`src/rtl/npc_mem_arbiter_pkg.sv`:
```
// Shared widths, FSM state and grant encodings for the memory-side arbiter.
package npc_mem_arbiter_pkg;

  localparam int NPC_ADDR_BUS = 32;
  localparam int XLEN_BUS     = 64;
  localparam int STRB_W       = XLEN_BUS / 8;

  typedef enum logic [1:0] {
    ARB_IDLE = 2'd0,
    ARB_REQ  = 2'd1,
    ARB_RESP = 2'd2,
    ARB_DONE = 2'd3
  } arb_state_e;

  // GNT_NONE keeps mem_we_o low out of reset.
  typedef enum logic [1:0] {
    GNT_NONE = 2'd0,
    GNT_DW   = 2'd1,
    GNT_DR   = 2'd2,
    GNT_IR   = 2'd3
  } gnt_e;

  function automatic logic [NPC_ADDR_BUS-1:0] beat_addr(input logic [NPC_ADDR_BUS-1:0] a);
    return {a[NPC_ADDR_BUS-1:3], 3'b000};
  endfunction

endpackage

```
`src/rtl/npc_mem_arbiter_if.sv`:
```
// Client ports (icache read, dcache read/write) and the 64-bit memory port.
interface npc_mem_arbiter_if;
  import npc_mem_arbiter_pkg::*;

  logic [NPC_ADDR_BUS-1:0] ram_raddr_icache_i;
  logic                    ram_raddr_valid_icache_i;
  logic [STRB_W-1:0]       ram_rmask_icache_i;
  logic                    ram_rdata_ready_icache_o;
  logic [XLEN_BUS-1:0]     ram_rdata_icache_o;

  logic [NPC_ADDR_BUS-1:0] ram_raddr_dcache_i;
  logic                    ram_raddr_valid_dcache_i;
  logic [STRB_W-1:0]       ram_rmask_dcache_i;
  logic                    ram_rdata_ready_dcache_o;
  logic [XLEN_BUS-1:0]     ram_rdata_dcache_o;

  logic [NPC_ADDR_BUS-1:0] ram_waddr_dcache_i;
  logic                    ram_waddr_valid_dcache_i;
  logic [STRB_W-1:0]       ram_wmask_dcache_i;
  logic [XLEN_BUS-1:0]     ram_wdata_dcache_i;
  logic                    ram_wdata_ready_dcache_o;

  logic                    mem_req_valid_o;
  logic                    mem_req_ready_i;
  logic                    mem_we_o;
  logic [NPC_ADDR_BUS-1:0] mem_addr_o;
  logic [STRB_W-1:0]       mem_wstrb_o;
  logic [XLEN_BUS-1:0]     mem_wdata_o;
  logic                    mem_resp_valid_i;
  logic [XLEN_BUS-1:0]     mem_rdata_i;

  modport master (
    input  ram_raddr_icache_i, ram_raddr_valid_icache_i, ram_rmask_icache_i,
    output ram_rdata_ready_icache_o, ram_rdata_icache_o,
    input  ram_raddr_dcache_i, ram_raddr_valid_dcache_i, ram_rmask_dcache_i,
    output ram_rdata_ready_dcache_o, ram_rdata_dcache_o,
    input  ram_waddr_dcache_i, ram_waddr_valid_dcache_i, ram_wmask_dcache_i, ram_wdata_dcache_i,
    output ram_wdata_ready_dcache_o,
    output mem_req_valid_o, mem_we_o, mem_addr_o, mem_wstrb_o, mem_wdata_o,
    input  mem_req_ready_i, mem_resp_valid_i, mem_rdata_i
  );

  modport slave (
    output ram_raddr_icache_i, ram_raddr_valid_icache_i, ram_rmask_icache_i,
    input  ram_rdata_ready_icache_o, ram_rdata_icache_o,
    output ram_raddr_dcache_i, ram_raddr_valid_dcache_i, ram_rmask_dcache_i,
    input  ram_rdata_ready_dcache_o, ram_rdata_dcache_o,
    output ram_waddr_dcache_i, ram_waddr_valid_dcache_i, ram_wmask_dcache_i, ram_wdata_dcache_i,
    input  ram_wdata_ready_dcache_o,
    input  mem_req_valid_o, mem_we_o, mem_addr_o, mem_wstrb_o, mem_wdata_o,
    output mem_req_ready_i, mem_resp_valid_i, mem_rdata_i
  );

endinterface

```
`src/rtl/npc_mem_arbiter_lane_align.sv`:
```
// Combinational byte-lane aligner between client-relative and 8-byte-aligned views.
module npc_mem_arbiter_lane_align
  import npc_mem_arbiter_pkg::*;
(
  input  logic [2:0]          off_i,
  input  logic [STRB_W-1:0]   mask_i,
  input  logic [XLEN_BUS-1:0] wdata_i,
  input  logic [XLEN_BUS-1:0] rdata_i,
  output logic [STRB_W-1:0]   wstrb_o,
  output logic [XLEN_BUS-1:0] wdata_o,
  output logic [XLEN_BUS-1:0] rdata_o
);

  logic [5:0] bit_off;

  // Lanes pushed past the top of the beat are silently dropped.
  assign bit_off = {off_i, 3'b000};
  assign wstrb_o = mask_i << off_i;
  assign wdata_o = wdata_i << bit_off;
  assign rdata_o = rdata_i >> bit_off;

endmodule

```
`src/rtl/npc_mem_arbiter.sv`:
```
// Fixed-priority arbiter serialising dcache write/read and icache read onto one memory port.
module npc_mem_arbiter
  import npc_mem_arbiter_pkg::*;
(
  input  logic              clk,
  input  logic              rst,
  npc_mem_arbiter_if.master bus
);

  arb_state_e              state_q, state_d;
  gnt_e                    gnt_q, gnt_d;
  logic [NPC_ADDR_BUS-1:0] addr_q, addr_d;
  logic [STRB_W-1:0]       mask_q, mask_d;
  logic [XLEN_BUS-1:0]     wdata_q, wdata_d;
  logic [XLEN_BUS-1:0]     rdata_dr_q, rdata_dr_d;
  logic [XLEN_BUS-1:0]     rdata_ir_q, rdata_ir_d;

  logic [STRB_W-1:0]       strb_al;
  logic [XLEN_BUS-1:0]     wdata_al;
  logic [XLEN_BUS-1:0]     rdata_al;

  npc_mem_arbiter_lane_align u_lane_align (
    .off_i   (addr_q[2:0]),
    .mask_i  (mask_q),
    .wdata_i (wdata_q),
    .rdata_i (bus.mem_rdata_i),
    .wstrb_o (strb_al),
    .wdata_o (wdata_al),
    .rdata_o (rdata_al)
  );

  always_comb begin
    state_d    = state_q;
    gnt_d      = gnt_q;
    addr_d     = addr_q;
    mask_d     = mask_q;
    wdata_d    = wdata_q;
    rdata_dr_d = rdata_dr_q;
    rdata_ir_d = rdata_ir_q;
    case (state_q)
      ARB_IDLE: begin
        if (bus.ram_waddr_valid_dcache_i) begin
          gnt_d   = GNT_DW;
          addr_d  = bus.ram_waddr_dcache_i;
          mask_d  = bus.ram_wmask_dcache_i;
          wdata_d = bus.ram_wdata_dcache_i;
          state_d = ARB_REQ;
        end else if (bus.ram_raddr_valid_dcache_i) begin
          gnt_d   = GNT_DR;
          addr_d  = bus.ram_raddr_dcache_i;
          mask_d  = bus.ram_rmask_dcache_i;
          wdata_d = '0;
          state_d = ARB_REQ;
        end else if (bus.ram_raddr_valid_icache_i) begin
          gnt_d   = GNT_IR;
          addr_d  = bus.ram_raddr_icache_i;
          mask_d  = bus.ram_rmask_icache_i;
          wdata_d = '0;
          state_d = ARB_REQ;
        end
      end
      ARB_REQ: begin
        if (bus.mem_req_ready_i) state_d = ARB_RESP;
      end
      ARB_RESP: begin
        // Only the granted reader's register moves; the other keeps its last beat.
        if (bus.mem_resp_valid_i) begin
          if (gnt_q == GNT_DR) rdata_dr_d = rdata_al;
          if (gnt_q == GNT_IR) rdata_ir_d = rdata_al;
          state_d = ARB_DONE;
        end
      end
      ARB_DONE: state_d = ARB_IDLE;
      default:  state_d = ARB_IDLE;
    endcase
  end

  always_ff @(posedge clk) begin
    if (rst) begin
      state_q    <= ARB_IDLE;
      gnt_q      <= GNT_NONE;
      addr_q     <= '0;
      mask_q     <= '0;
      wdata_q    <= '0;
      rdata_dr_q <= '0;
      rdata_ir_q <= '0;
    end else begin
      state_q    <= state_d;
      gnt_q      <= gnt_d;
      addr_q     <= addr_d;
      mask_q     <= mask_d;
      wdata_q    <= wdata_d;
      rdata_dr_q <= rdata_dr_d;
      rdata_ir_q <= rdata_ir_d;
    end
  end

  assign bus.mem_req_valid_o = (state_q == ARB_REQ);
  assign bus.mem_we_o        = (gnt_q == GNT_DW);
  assign bus.mem_addr_o      = beat_addr(addr_q);
  assign bus.mem_wstrb_o     = strb_al;
  assign bus.mem_wdata_o     = wdata_al;

  assign bus.ram_wdata_ready_dcache_o = (state_q == ARB_DONE) && (gnt_q == GNT_DW);
  assign bus.ram_rdata_ready_dcache_o = (state_q == ARB_DONE) && (gnt_q == GNT_DR);
  assign bus.ram_rdata_ready_icache_o = (state_q == ARB_DONE) && (gnt_q == GNT_IR);
  assign bus.ram_rdata_dcache_o       = rdata_dr_q;
  assign bus.ram_rdata_icache_o       = rdata_ir_q;

endmodule
```
`src/flat_wrapper.sv`:
```
// flat-port wrapper written by rule: the top's interface ports become plain ports
module npc_mem_arbiter_flat import npc_mem_arbiter_pkg::*;
  (clk, rst, bus_ram_raddr_icache_i, bus_ram_raddr_valid_icache_i, bus_ram_rmask_icache_i, bus_ram_rdata_ready_icache_o, bus_ram_rdata_icache_o, bus_ram_raddr_dcache_i, bus_ram_raddr_valid_dcache_i, bus_ram_rmask_dcache_i, bus_ram_rdata_ready_dcache_o, bus_ram_rdata_dcache_o, bus_ram_waddr_dcache_i, bus_ram_waddr_valid_dcache_i, bus_ram_wmask_dcache_i, bus_ram_wdata_dcache_i, bus_ram_wdata_ready_dcache_o, bus_mem_req_valid_o, bus_mem_we_o, bus_mem_addr_o, bus_mem_wstrb_o, bus_mem_wdata_o, bus_mem_req_ready_i, bus_mem_resp_valid_i, bus_mem_rdata_i);
  npc_mem_arbiter_if bus_i ();
  input  logic clk;
  input  logic rst;
  input wire logic [$bits(bus_i.ram_raddr_icache_i)-1:0] bus_ram_raddr_icache_i;
  input wire logic [$bits(bus_i.ram_raddr_valid_icache_i)-1:0] bus_ram_raddr_valid_icache_i;
  input wire logic [$bits(bus_i.ram_rmask_icache_i)-1:0] bus_ram_rmask_icache_i;
  output wire logic [$bits(bus_i.ram_rdata_ready_icache_o)-1:0] bus_ram_rdata_ready_icache_o;
  output wire logic [$bits(bus_i.ram_rdata_icache_o)-1:0] bus_ram_rdata_icache_o;
  input wire logic [$bits(bus_i.ram_raddr_dcache_i)-1:0] bus_ram_raddr_dcache_i;
  input wire logic [$bits(bus_i.ram_raddr_valid_dcache_i)-1:0] bus_ram_raddr_valid_dcache_i;
  input wire logic [$bits(bus_i.ram_rmask_dcache_i)-1:0] bus_ram_rmask_dcache_i;
  output wire logic [$bits(bus_i.ram_rdata_ready_dcache_o)-1:0] bus_ram_rdata_ready_dcache_o;
  output wire logic [$bits(bus_i.ram_rdata_dcache_o)-1:0] bus_ram_rdata_dcache_o;
  input wire logic [$bits(bus_i.ram_waddr_dcache_i)-1:0] bus_ram_waddr_dcache_i;
  input wire logic [$bits(bus_i.ram_waddr_valid_dcache_i)-1:0] bus_ram_waddr_valid_dcache_i;
  input wire logic [$bits(bus_i.ram_wmask_dcache_i)-1:0] bus_ram_wmask_dcache_i;
  input wire logic [$bits(bus_i.ram_wdata_dcache_i)-1:0] bus_ram_wdata_dcache_i;
  output wire logic [$bits(bus_i.ram_wdata_ready_dcache_o)-1:0] bus_ram_wdata_ready_dcache_o;
  output wire logic [$bits(bus_i.mem_req_valid_o)-1:0] bus_mem_req_valid_o;
  output wire logic [$bits(bus_i.mem_we_o)-1:0] bus_mem_we_o;
  output wire logic [$bits(bus_i.mem_addr_o)-1:0] bus_mem_addr_o;
  output wire logic [$bits(bus_i.mem_wstrb_o)-1:0] bus_mem_wstrb_o;
  output wire logic [$bits(bus_i.mem_wdata_o)-1:0] bus_mem_wdata_o;
  input wire logic [$bits(bus_i.mem_req_ready_i)-1:0] bus_mem_req_ready_i;
  input wire logic [$bits(bus_i.mem_resp_valid_i)-1:0] bus_mem_resp_valid_i;
  input wire logic [$bits(bus_i.mem_rdata_i)-1:0] bus_mem_rdata_i;
  assign bus_i.ram_raddr_icache_i = bus_ram_raddr_icache_i;
  assign bus_i.ram_raddr_valid_icache_i = bus_ram_raddr_valid_icache_i;
  assign bus_i.ram_rmask_icache_i = bus_ram_rmask_icache_i;
  assign bus_ram_rdata_ready_icache_o = bus_i.ram_rdata_ready_icache_o;
  assign bus_ram_rdata_icache_o = bus_i.ram_rdata_icache_o;
  assign bus_i.ram_raddr_dcache_i = bus_ram_raddr_dcache_i;
  assign bus_i.ram_raddr_valid_dcache_i = bus_ram_raddr_valid_dcache_i;
  assign bus_i.ram_rmask_dcache_i = bus_ram_rmask_dcache_i;
  assign bus_ram_rdata_ready_dcache_o = bus_i.ram_rdata_ready_dcache_o;
  assign bus_ram_rdata_dcache_o = bus_i.ram_rdata_dcache_o;
  assign bus_i.ram_waddr_dcache_i = bus_ram_waddr_dcache_i;
  assign bus_i.ram_waddr_valid_dcache_i = bus_ram_waddr_valid_dcache_i;
  assign bus_i.ram_wmask_dcache_i = bus_ram_wmask_dcache_i;
  assign bus_i.ram_wdata_dcache_i = bus_ram_wdata_dcache_i;
  assign bus_ram_wdata_ready_dcache_o = bus_i.ram_wdata_ready_dcache_o;
  assign bus_mem_req_valid_o = bus_i.mem_req_valid_o;
  assign bus_mem_we_o = bus_i.mem_we_o;
  assign bus_mem_addr_o = bus_i.mem_addr_o;
  assign bus_mem_wstrb_o = bus_i.mem_wstrb_o;
  assign bus_mem_wdata_o = bus_i.mem_wdata_o;
  assign bus_i.mem_req_ready_i = bus_mem_req_ready_i;
  assign bus_i.mem_resp_valid_i = bus_mem_resp_valid_i;
  assign bus_i.mem_rdata_i = bus_mem_rdata_i;
  npc_mem_arbiter u_core (.clk(clk), .rst(rst), .bus(bus_i));
endmodule
```
`config.mk`:
```
export PLATFORM = sky130hd
export DESIGN_NAME = npc_mem_arbiter_flat
export DESIGN_NICKNAME = d
export VERILOG_FILES = /design/src/rtl/npc_mem_arbiter_pkg.sv /design/src/rtl/npc_mem_arbiter_if.sv /design/src/rtl/npc_mem_arbiter_lane_align.sv /design/src/rtl/npc_mem_arbiter.sv /design/src/flat_wrapper.sv
export SDC_FILE = /design/constraint.sdc
export NUM_CORES = 1
export LEC_CHECK = 0
export BUFFER_PORTS_ARGS = -buffer_cell sky130_fd_sc_hd__buf_2
export CAP_MARGIN = 25
export CORE_UTILIZATION = 30
export DETAILED_ROUTE_END_ITERATION = 10
export GPL_TIMING_DRIVEN = 0
export PLACE_DENSITY = 0.53
export SYNTH_ARGS = -nofsm -noshare
export SYNTH_HDL_FRONTEND = slang
export SYNTH_SLANG_ARGS = --single-unit
export TNS_END_PERCENT = 10
```
`constraint.sdc`:
```
create_clock -name clk -period 2.31 [get_ports clk]
set_clock_uncertainty 0.15 [all_clocks]
set_input_delay 0.231 -clock clk [delete_from_list [all_inputs] [get_ports clk]]
set_output_delay 0.231 -clock clk [all_outputs]
set_load 0.01 [all_outputs]
```
==> results of run 1 <==
## routing by layer
| metal | share of wire | track usage | up-vias | routed length, µm |
|---|---|---|---|---|
| met5 | 0.00035 | 0 | - | 24 |
| li1 | - | - | 7050 | - |
| met1 | 0.40 | 0.359 | 7439 | 28000 |
| met4 | 0.040 | 0.112 | 4 | 2770 |
| met3 | 0.073 | 0.0464 | 152 | 5060 |
| met2 | 0.48 | 0.511 | 821 | 33600 |
## worst max path at each step
stage | from | endpoint | depth (start not counted)
after floorplan | u_core.addr_q[1]$_SDFFE_PP0P_ | bus_mem_wdata_o[56] | 6
final | u_core.addr_q[1]$_SDFFE_PP0P_ | bus_mem_wdata_o[56] | 9
after global routing | u_core.addr_q[1]$_SDFFE_PP0P_ | bus_mem_wdata_o[51] | 10
after global placement | u_core.addr_q[1]$_SDFFE_PP0P_ | bus_mem_wdata_o[63] | 7
after detailed placement | u_core.addr_q[1]$_SDFFE_PP0P_ | bus_mem_wdata_o[63] | 7
after CTS | u_core.addr_q[1]$_SDFFE_PP0P_ | bus_mem_wdata_o[39] | 8
## synthesized netlist by cell type (3+ instances only)
| cell | instances | share of area |
|---|---|---|
| dfxtp_1 | 236 | 0.36 |
| nand2_1 | 192 | 0.055 |
| nor2_1 | 155 | 0.044 |
| mux2i_1 | 151 | 0.11 |
| a21oi_1 | 95 | 0.036 |
| a22oi_1 | 73 | 0.042 |
| o21ai_0 | 72 | 0.027 |
| clkbuf_1 | 69 | 0.020 |
| nand3b_1 | 64 | 0.036 |
| buf_4 | 55 | 0.031 |
| o211ai_1 | 49 | 0.028 |
| mux2_2 | 41 | 0.035 |
| buf_2 | 36 | 0.014 |
| a22o_1 | 27 | 0.018 |
| nand3_1 | 21 | 0.0080 |
| and2_1 | 20 | 0.0095 |
| o21ai_1 | 19 | 0.0072 |
| o22ai_1 | 18 | 0.0086 |
| a211oi_1 | 17 | 0.0097 |
| a311oi_1 | 17 | 0.011 |
| nor3_1 | 17 | 0.0065 |
| o2bb2ai_1 | 16 | 0.011 |
| nand2b_1 | 10 | 0.0048 |
| buf_6 | 9 | 0.0077 |
| buf_1 | 7 | 0.0020 |
| mux4_2 | 6 | 0.010 |
| a311oi_2 | 5 | 0.0057 |
| inv_1 | 5 | 0.0014 |
| ha_1 | 4 | 0.0038 |
| a21oi_2 | 3 | 0.0020 |
| buf_12 | 3 | 0.0046 |
| nor2b_1 | 3 | 0.0014 |
## power by group
group          switching, mW  total, mW  internal (mW)
sequential             0.593       5.13           4.53
clock                   1.91       4.53           2.63
combinational           5.83       10.4           4.53
total                   8.33       20.0           11.7
## flip-flops by register name, indices dropped and copies added (netlist names)
name / count
u_core.addr_q: 32
u_core.bus.ram_rdata_icache_o: 64
u_core.bus.ram_rdata_dcache_o: 64
u_core.mask_q: 8
u_core.wdata_q: 64
u_core.gnt_q: 2
u_core.state_q: 2
## metrics by stage
step                      std cells  worst slack (ns)
after floorplan                1553             0.445
after global placement         2624            -0.374
after detailed placement       2624            -0.373
after CTS                      2867            -0.327
after global routing           2901            -0.389
final                          2902            -0.329
## area by class of cell
| class | count | area, µm² |
|---|---|---|
| Inverter | 7 | 26.3 |
| Sequential cell | 236 | 4730 |
| Clock buffer | 38 | 788 |
| Multi-Input combinational cell | 1129 | 8190 |
| Tap cell | 585 | 732 |
| Buffer | 178 | 1470 |
| Timing Repair Buffer | 714 | 4790 |
| Antenna cell | 2 | 5.00 |
| Fill cell | 4192 | 22300 |
| Clock inverter | 13 | 154 |
## cell families after synthesis
group / after synthesis / share of synthesized area
AO/OA/AOI/OAI: 420 / 0.213
adder cells (fa/ha/maj): 4 / 0.00380
buffers and inverters: 188 / 0.0825
flip-flops: 236 / 0.359
multiplexers: 202 / 0.165
other: 1 / 0.000285
AND/OR/NAND/NOR: 500 / 0.177
## timing repair
| item | 4_1_cts | 5_1_grt |
|---|---|---|
| pin swaps | 20 | 21 |
| setup endpoints to repair | 93 | 171 |
| setup buffers | 14 | 28 |
| endpoints found under the hold margin | 123 | 0 |
| cloned | 0 | 6 |
| resized for setup | 214 | 124 |
| hold buffers | 180 | 0 |
## critical path, stage by stage (launching register included)
cell	delay, ns
dfxtp_2	0.34
buf_6	0.14
buf_12	0.13
buf_12	0.12
buf_16	0.16
mux2i_4	0.28
nand2_1	0.09
o21ai_2	0.11
mux2i_1	0.13
buf_2	0.16
==> summary.md, run 1 <==
| Metric | Value |
|---|---|
| Hold path start | `bus_ram_rmask_icache_i[3]` |
| Antenna Nets Post-Route | `0` |
| Area grow syn2layout | `58.7%` |
| Root buffer cell | `clkbuf_16` |
| #FFs+latches synth | `236` |
| Hold worst-path end | `u_core.mask_q[3]$_SDFFE_PP0P_` |
| FFs w/ async S/R, synth | `0` |
| First-pass GRT wire length | `96700 µm` |
| Final setup violation count | `67` |
| TritonRoute pass-1 iters | `5` |
| Nets@finish | `2553` |
| Synthesized instance count | `1551` |
| Setup ws final | `-0.329 ns` |
| Fmax | `0.379 GHz` |
| Slew headroom | `0.450` |
| Part of the Yosys area used for sequential elements | `0.359` |
| Ys flop type | `dfxtp_1` |
| Post-synth EDFFs | `0` |
| Clock net sink count | `236` |
| WS Path Type | `register to output pin` |
| Final wirelength | `69500 µm` |
| Worst vdd ir | `0.000537 V` |
| Clock transition at path regs | `0.06 ns` |
| PortBufs | `486` |
| Routability cong. | `0.939` |
| Worst skew pair latency | `0.58 ns` |
| CP arrival | `2.26 ns` |
| Worst setup SP type | `register` |
| Failing checks | `setup timing` |
| Chip height | `212 µm` |
| Slew Viols, Final | `0` |
| Number of buffers created by CTS | `28` |
| H-tree levels | `1` |
| Setup TNS | `-14.83 ns` |
| Post-Syn Area per Cell | `8.49 µm²` |
| Hold path depth | `5` |
| R2R depth | `8` |
| RSZ-0062 raised after global routing | `true` |
| Leak Pwr | `8.98 nW` |
| Vias in the first global route | `14900` |
| Synth cell types | `61` |
| Max_cap viols | `0` |
| Reg-to-reg critical path startpoint | `u_core.addr_q[1]$_SDFFE_PP0P_` |
| Most frequent cells in the layout | `buf_2, dfxtp_1, nand2_1` |
| Initial antenna violation count | `3` |
| Placed wire-length estimate | `52200 µm` |
| Status | `finished with violations` |
| CTS tree | `built` |
| Power per standard cell area | `958 nW/µm²` |
| Commonest non-fill, non-tap cell in the layout | `buf_2` |
| DIE WIDTH | `212 µm` |
| Die Area | `44700 µm²` |
| Drt drc | `0` |
| Critical Path RT | `1.93 ns` |
| Final Instance Area | `20900 µm²` |
| Core area | `43200 µm²` |
| Max Root-Sink Buffers | `3` |
| Reg-to-reg endpoint | `u_core.bus.ram_rdata_icache_o[10]$_SDFFE_PP0P_` |
| Final Power | `20.0 mW` |
| Hold Fails Final Rpt | `0` |
| Synth Cell Area | `13200 µm²` |
| Worst-path fanout max | `8` |
| Worst R2R Setup Slack | `0.06 ns` |
| Period Utilization, post-route | `1.14` |
| Core Rows | `76` |
| Cell Area, Placed | `16300 µm²` |
| WL/cell | `23.9 µm` |
| Final worst path period need | `2.64 ns` |
| Hold crit path type | `primary input to register` |
| I/O pin cnt | `492` |
| Fraction of layout instances using a drive strength above 1 | `0.378` |
| Gr usage total | `0.293` |
| Pin count of the biggest net entering global routing | `20` |
| Slew @ Worst Pin | `0.826 ns` |
| Drt first-iter violations | `1075` |
| Initial Util | `0.305` |
| Post-layout util | `0.484` |
| Final hold slack | `0.00500 ns` |
| Critical path endpoint category | `output pin` |
| Vias per inst | `5.33` |
| Synth Warn # | `0` |
| Total congestion overflow | `0` |
| Routed vias | `15500` |
Note: power is estimated with default switching activity, not from simulation.
==> inputs of run 2 (changes only) <==
- CTS_BUF_LIST: default -> sky130_fd_sc_hd__clkbuf_2 sky130_fd_sc_hd__clkbuf_4 sky130_fd_sc_hd__clkbuf_8
==> summary.md, run 2 (synthesis results as in run 1) <==
| Metric | Value |
|---|---|
| Core Rows | `76 (unchanged)` |
| Worst setup SP type | `register (unchanged)` |
| Slowest cell delay on critical path | `0.33 ns (was 0.34 ns)` |
| Clock transition at path regs | `0.05 ns (was 0.06 ns)` |
| Hold Fails Final Rpt | `0 (unchanged)` |
| Failing checks | `setup timing (unchanged)` |
| Fmax | `0.371 GHz (was 0.379 GHz)` |
| Power per standard cell area | `933 nW/µm² (was 958 nW/µm²)` |
| Placed wire-length estimate | `52200 µm (unchanged)` |
| Post-layout util | `0.481 (was 0.484)` |
| First-pass GRT wire length | `97100 µm (was 96700 µm)` |
| Clock Power Share | `0.211 (was 0.226)` |
| Total congestion overflow | `0 (unchanged)` |
| Most frequent cells in the layout | `buf_2, dfxtp_1, dlygate4sd3_1 (was buf_2, dfxtp_1, nand2_1)` |
| Vias per inst | `5.30 (was 5.33)` |
| Fraction of power spent switching nets | `0.423 (was 0.416)` |
| TritonRoute pass-1 iters | `5 (unchanged)` |
| Most frequent CP cell | `buf_12 (unchanged)` |
| Die Area | `44700 µm² (unchanged)` |
| CTS tree | `built (unchanged)` |
| Metal-1 WL | `28000 µm (about the same)` |
| RSZ-0062 raised after global routing | `true (unchanged)` |
| Routability cong. | `0.939 (unchanged)` |
| Core area | `43200 µm² (unchanged)` |
| CP arrival | `2.32 ns (was 2.26 ns)` |
| Leak Pwr | `8.96 nW (was 8.98 nW)` |
| Critical path's top delay family | `buffers and inverters (unchanged)` |
| H-tree levels | `2 (was 1)` |
| Register area | `4730 µm² (about the same)` |
| Period Utilization, post-route | `1.17 (was 1.14)` |
| Nets@finish | `2574 (was 2553)` |
| Antenna Nets Post-Route | `0 (unchanged)` |
| Worst vdd ir | `0.000585 V (was 0.000537 V)` |
| Routed vias | `15500 (about the same)` |
| Worst skew pair latency | `0.60 ns (was 0.58 ns)` |
| Slew headroom | `0.444 (was 0.450)` |
| Root buffer cell | `clkbuf_8 (was clkbuf_16)` |
| Critical Path RT | `1.93 ns (about the same)` |
| Flop pwr share | `0.264 (was 0.256)` |
| Multi-input gate area | `8140 µm² (was 8190 µm²)` |
| Clock net sink count | `236 (unchanged)` |
| Gr usage total | `0.296 (was 0.293)` |
| Slowest cell on the critical path | `dfxtp_2 (unchanged)` |
| Met2 WL post-DR | `33000 µm (was 33600 µm)` |
| Slew @ Worst Pin | `0.834 ns (was 0.826 ns)` |
| Area grow syn2layout | `57.6% (was 58.7%)` |
| Critical-path cell list | `buf_6 > buf_12 > buf_12 > buf_16 > mux2i_4 > nand2_1 > o21ai_2 > mux2i_1 > buf_2 (unchanged)` |
| Buf/Inv on CP | `5 (unchanged)` |
| Number of buffers created by CTS | `42 (was 28)` |
| Max Root-Sink Buffers | `3 (unchanged)` |
| WL/cell | `23.6 µm (was 23.9 µm)` |
| WL met3 | `5000 µm (was 5060 µm)` |
| I/O pin cnt | `492 (unchanged)` |
| PortBufs | `486 (unchanged)` |
| Commonest non-fill, non-tap cell in the layout | `buf_2 (unchanged)` |
| Drt first-iter violations | `963 (was 1075)` |
| Chip height | `212 µm (unchanged)` |
| Drt drc | `0 (unchanged)` |
| Comb power frac | `0.524 (was 0.518)` |
| Critical path endpoint category | `output pin (unchanged)` |
| Final setup violation count | `72 (was 67)` |
| Hold crit path type | `primary input to register (unchanged)` |
| Worst-path fanout max | `8 (unchanged)` |
| Final wirelength | `69100 µm (was 69500 µm)` |
| P_sw | `8.19 mW (was 8.33 mW)` |
| Initial antenna violation count | `2 (was 3)` |
| Initial Util | `0.305 (unchanged)` |
| Status | `finished with violations (unchanged)` |
| Final hold slack | `0.0323 ns (was 0.00500 ns)` |
| Vias in the first global route | `15100 (was 14900)` |
| Setup TNS | `-16.00 ns (was -14.83 ns)` |
| Fraction of layout instances using a drive strength above 1 | `0.376 (was 0.378)` |
| WS Path Type | `register to output pin (unchanged)` |
| Final worst path period need | `2.70 ns (was 2.64 ns)` |
| Top layer in use | `met5 (unchanged)` |
| Int Power | `11.2 mW (was 11.7 mW)` |
| DIE WIDTH | `212 µm (unchanged)` |
| Max_cap viols | `0 (unchanged)` |
| Pin count of the biggest net entering global routing | `20 (unchanged)` |
| Setup ws final | `-0.386 ns (was -0.329 ns)` |
| Slew Viols, Final | `0 (unchanged)` |
| Fill count | `4216 (was 4192)` |
==> run 2: cell type report <==
cell class / count / share of cell area
clock inverters: 8 / 0.00410
well taps: 585 / 0.0353
inverters: 7 / 0.00127
clock buffers: 61 / 0.0368
plain buffers: 179 / 0.0700
multi-input cells: 1129 / 0.392
flip-flops and latches: 236 / 0.228
repair buffers: 720 / 0.232
diodes: 1 / 0.000121
==> run 2: path summary, 6_finish.rpt <==
path / startpoint / to / slack, ns / depth (start not counted)
setup reg to reg: u_core.addr_q[1]$_SDFFE_PP0P_ / u_core.bus.ram_rdata_icache_o[14]$_SDFFE_PP0P_ / 0.03 / 10
setup / recovery: u_core.addr_q[1]$_SDFFE_PP0P_ / bus_mem_wdata_o[56] / -0.39 / 9
hold / removal: bus_ram_raddr_dcache_i[0] / u_core.addr_q[0]$_SDFFE_PP0P_ / 0.03 / 5
hold reg to reg: u_core.addr_q[15]$_SDFFE_PP0P_ / u_core.addr_q[15]$_SDFFE_PP0P_ / 0.30 / 2
==> run 2: power groups by stage <==
stage               Sequential (mW)  Clock (mW)  Combinational (mW)
floorplan                      4.89           0                5.02
finish                         5.12        4.09                10.1
global route                   5.15        4.34                10.7
detailed placement             5.10           0                7.98
CTS                            5.07        4.18                9.34
global placement               5.10           0                7.95
==> run 2: what timing repair did <==
| action | in CTS | in global routing |
|---|---|---|
| setup endpoints to repair | 93 | 167 |
| resized for setup | 213 | 105 |
| cloned | 0 | 3 |
| buffers inserted | 15 | 21 |
| pin swaps | 21 | 19 |
| hold buffers | 195 | 0 |
| endpoints found under the hold margin | 142 | 0 |
==> run 2: worst register-to-register path, cell delays in order, from the launching register on <==
cell,delay [ns]
dfxtp_2,0.33
buf_6,0.14
buf_12,0.13
buf_12,0.14
buf_2,0.20
buf_4,0.14
buf_4,0.11
mux2i_1,0.35
a22oi_1,0.14
o21ai_1,0.22
o21ai_0,0.12
==> run 2: stage by stage <==
step	cell area (µm²)	setup WS (ns)	total power [mW]	std cells
floorplan	13200	0.445	9.91	1553
global placement	16300	-0.374	13.0	2624
detailed placement	16300	-0.373	13.1	2624
CTS	20100	-0.372	18.6	2901
global route	20800	-0.452	20.2	2926
finish	20800	-0.386	19.4	2926
==> run 2: routing by layer <==
| layer | GRT usage | vias up |
|---|---|---|
| met3 | 0.0617 | 165 |
| met1 | 0.356 | 7434 |
| met5 | 0 | - |
| met2 | 0.509 | 806 |
| met4 | 0.123 | 2 |
| li1 | - | 7106 |
==> inputs of run 3 (changes only) <==
- CORE_AREA: default -> 2 2 194 196
- CORE_UTILIZATION: 30 -> default
- DIE_AREA: default -> 0 0 196 198
- PLACE_DENSITY: 0.53 -> 0.61
==> summary.md, run 3 (synthesis results as in run 1) <==
| Metric | Value |
|---|---|
| Status | `finished with violations (unchanged)` |
| Failing checks | `setup timing (unchanged)` |
| RSZ-0062 raised after global routing | `true (unchanged)` |
| CTS tree | `built (unchanged)` |
| DIE WIDTH | `196 µm (was 212 µm)` |
| Non-filler cells, final | `2805 (was 2926)` |
| Final Power | `19.4 mW (about the same)` |
| Initial Util | `0.356 (was 0.305)` |
| Gr usage total | `0.334 (was 0.296)` |
| Final wirelength | `68100 µm (was 69100 µm)` |
| Slew headroom | `0.406 (was 0.444)` |
| Fmax | `0.379 GHz (was 0.371 GHz)` |
| Chip height | `198 µm (was 212 µm)` |
| PortBufs | `486 (unchanged)` |
| I/O pin cnt | `492 (unchanged)` |
| Worst vdd ir | `0.000553 V (was 0.000585 V)` |
| Flop pwr share | `0.264 (about the same)` |
| Area grow syn2layout | `55.2% (was 57.6%)` |
| Worst setup SP type | `register (unchanged)` |
| Drt first-iter violations | `1060 (was 963)` |
| Fill count | `3331 (was 4216)` |
| Critical path endpoint category | `output pin (unchanged)` |
| Setup ws final | `-0.329 ns (was -0.386 ns)` |
| Multi-input gate area | `8120 µm² (was 8140 µm²)` |
| Clock Power Share | `0.231 (was 0.211)` |
| Final setup violation count | `92 (was 72)` |
| Total congestion overflow | `0 (unchanged)` |
| Routability cong. | `0.975 (was 0.939)` |
| Hold Fails Final Rpt | `0 (unchanged)` |
| Vias in the first global route | `15500 (was 15100)` |
| Placed wire-length estimate | `50600 µm (was 52200 µm)` |
| Critical Path RT | `1.93 ns (about the same)` |
| Register area | `4730 µm² (unchanged)` |
| Routed vias | `15700 (was 15500)` |
| Slew @ Worst Pin | `0.892 ns (was 0.834 ns)` |
| Final hold slack | `0.0290 ns (was 0.0323 ns)` |
| Clock transition at path regs | `0.06 ns (was 0.05 ns)` |
| Core Rows | `71 (was 76)` |
| Vias per inst | `5.60 (was 5.30)` |
| Commonest non-fill, non-tap cell in the layout | `buf_2 (unchanged)` |
| WL/cell | `24.3 µm (was 23.6 µm)` |
| P_sw | `8.07 mW (was 8.19 mW)` |
| Nets@finish | `2551 (was 2574)` |
| Fraction of layout instances using a drive strength above 1 | `0.374 (was 0.376)` |
| Hold crit path type | `primary input to register (unchanged)` |
| Root buffer cell | `clkbuf_8 (unchanged)` |
| Leak Pwr | `8.87 nW (was 8.96 nW)` |
| Slowest cell on the critical path | `dfxtp_2 (unchanged)` |
| Dpl cells | `2513 (was 2624)` |
| Max_cap viols | `0 (unchanged)` |
| Slowest cell delay on critical path | `0.35 ns (was 0.33 ns)` |
| WS Path Type | `register to output pin (unchanged)` |
| Fraction of power spent switching nets | `0.416 (was 0.423)` |
| Drt drc | `0 (unchanged)` |
| H-tree levels | `2 (unchanged)` |
| Core area | `37000 µm² (was 43200 µm²)` |
| Comb power frac | `0.505 (was 0.524)` |
| Number of buffers created by CTS | `44 (was 42)` |
| Int Power | `11.3 mW (was 11.2 mW)` |
| Slew Viols, Final | `0 (unchanged)` |
| Period Utilization, post-route | `1.14 (was 1.17)` |
| Worst skew pair latency | `0.58 ns (was 0.60 ns)` |
| Initial antenna violation count | `7 (was 2)` |
| Final worst path period need | `2.64 ns (was 2.70 ns)` |
| CP arrival | `2.26 ns (was 2.32 ns)` |
| Most frequent cells in the layout | `buf_2, dfxtp_1, dlygate4sd3_1 (unchanged)` |
| TritonRoute pass-1 iters | `7 (was 5)` |
| First-pass GRT wire length | `96900 µm (was 97100 µm)` |
| Clock net sink count | `236 (unchanged)` |
| Worst-path fanout max | `8 (unchanged)` |
| Pin count of the biggest net entering global routing | `20 (unchanged)` |
| Max Root-Sink Buffers | `3 (unchanged)` |
| Die Area | `38800 µm² (was 44700 µm²)` |
| Antenna Nets Post-Route | `0 (unchanged)` |
| Power per standard cell area | `950 nW/µm² (was 933 nW/µm²)` |
| Critical-path cell list | `buf_8 > buf_12 > buf_12 > buf_16 > mux2i_4 > nand2_2 > o21ai_4 > mux2i_4 > buf_6 (was buf_6 > buf_12 > buf_12 > buf_16 > mux2i_4 > nand2_1 > o21ai_2 > mux2i_1 > buf_2)` |
==> run 3: cell types whose count changed in the layout (fill, tap and decap cells not counted), moves of 6 or more <==
cell / previous run / this run
buf_4: 81 / 67
dlygate4sd3_1: 195 / 187
o21ai_0: 44 / 51
clkbuf_1: 52 / 58
o21ai_2: 13 / 7
==> run 3: through the flow <==
stage / util / area (µm²) / worst slack, ns / TNS (ns)
CTS: 0.539 / 19900 / -0.333 / -19.57
floorplan: - / 13200 / 0.445 / 0
global placement: 0.438 / 16200 / -0.374 / -5.08
global route: 0.553 / 20400 / -0.410 / -29.19
finish: 0.553 / 20400 / -0.329 / -19.12
detailed placement: 0.438 / 16200 / -0.346 / -5.26
==> run 3: metal layers <==
metal | up-vias | part of all wire | global-route usage
met5 | - | 0.00010 | 0
met2 | 948 | 0.48 | 0.584
met3 | 218 | 0.077 | 0.0577
met4 | 2 | 0.054 | 0.170
li1 | 7048 | - | -
met1 | 7502 | 0.39 | 0.394
==> run 3: worst max-delay path, delay by kind of cell, from the launching register on <==
kind                   cells  cell delay (ns)
and+or+nand+nor            1             0.11
muxes                      2             0.42
DFF                        1             0.35
buffers and inverters      5             0.67
AOI/OAI and AO/OA          1             0.10
==> run 3: path summary, 6_finish.rpt <==
path / from / cells past startpoint / end / slack, ns
setup reg to reg: u_core.state_q[0]$_SDFFE_PP0P_ / 7 / u_core.bus.ram_rdata_icache_o[35]$_SDFFE_PP0P_ / -0.19
hold / removal: bus_ram_raddr_icache_i[0] / 5 / u_core.addr_q[0]$_SDFFE_PP0P_ / 0.03
hold reg to reg: u_core.bus.ram_rdata_dcache_o[62]$_SDFFE_PP0P_ / 2 / u_core.bus.ram_rdata_dcache_o[62]$_SDFFE_PP0P_ / 0.31
setup / recovery: u_core.addr_q[1]$_SDFFE_PP0P_ / 9 / bus_mem_wdata_o[56] / -0.33
==> run 3: timing repair <==
action / 4_1_cts / 5_1_grt
setup endpoints to repair: 92 / 161
endpoints found under the hold margin: 126 / 0
setup buffers: 13 / 6
pin swaps: 13 / 11
cloned: 0 / 3
gates resized for setup: 189 / 94
hold buffers: 187 / 0
==> run 3: final cells by class <==
| type | instances | share of cell area |
|---|---|---|
| multi-input cells | 1130 | 0.397 |
| flip-flops and latches | 236 | 0.231 |
| repair buffers | 694 | 0.224 |
| plain buffers | 179 | 0.0687 |
| clock buffers | 66 | 0.0399 |
| well taps | 474 | 0.0290 |
| clock inverters | 13 | 0.00790 |
| inverters | 7 | 0.00129 |
| diodes | 6 | 0.000735 |
==> run 3: power by group through the flow <==
| stage | logic (mW) | registers (mW) | clock network [mW] |
|---|---|---|---|
| global placement | 7.79 | 5.08 | 0 |
| detailed placement | 7.84 | 5.10 | 0 |
| floorplan | 5.02 | 4.89 | 0 |
| CTS | 9.09 | 5.06 | 4.52 |
| finish | 9.80 | 5.13 | 4.47 |
| global route | 10.3 | 5.15 | 4.71 |
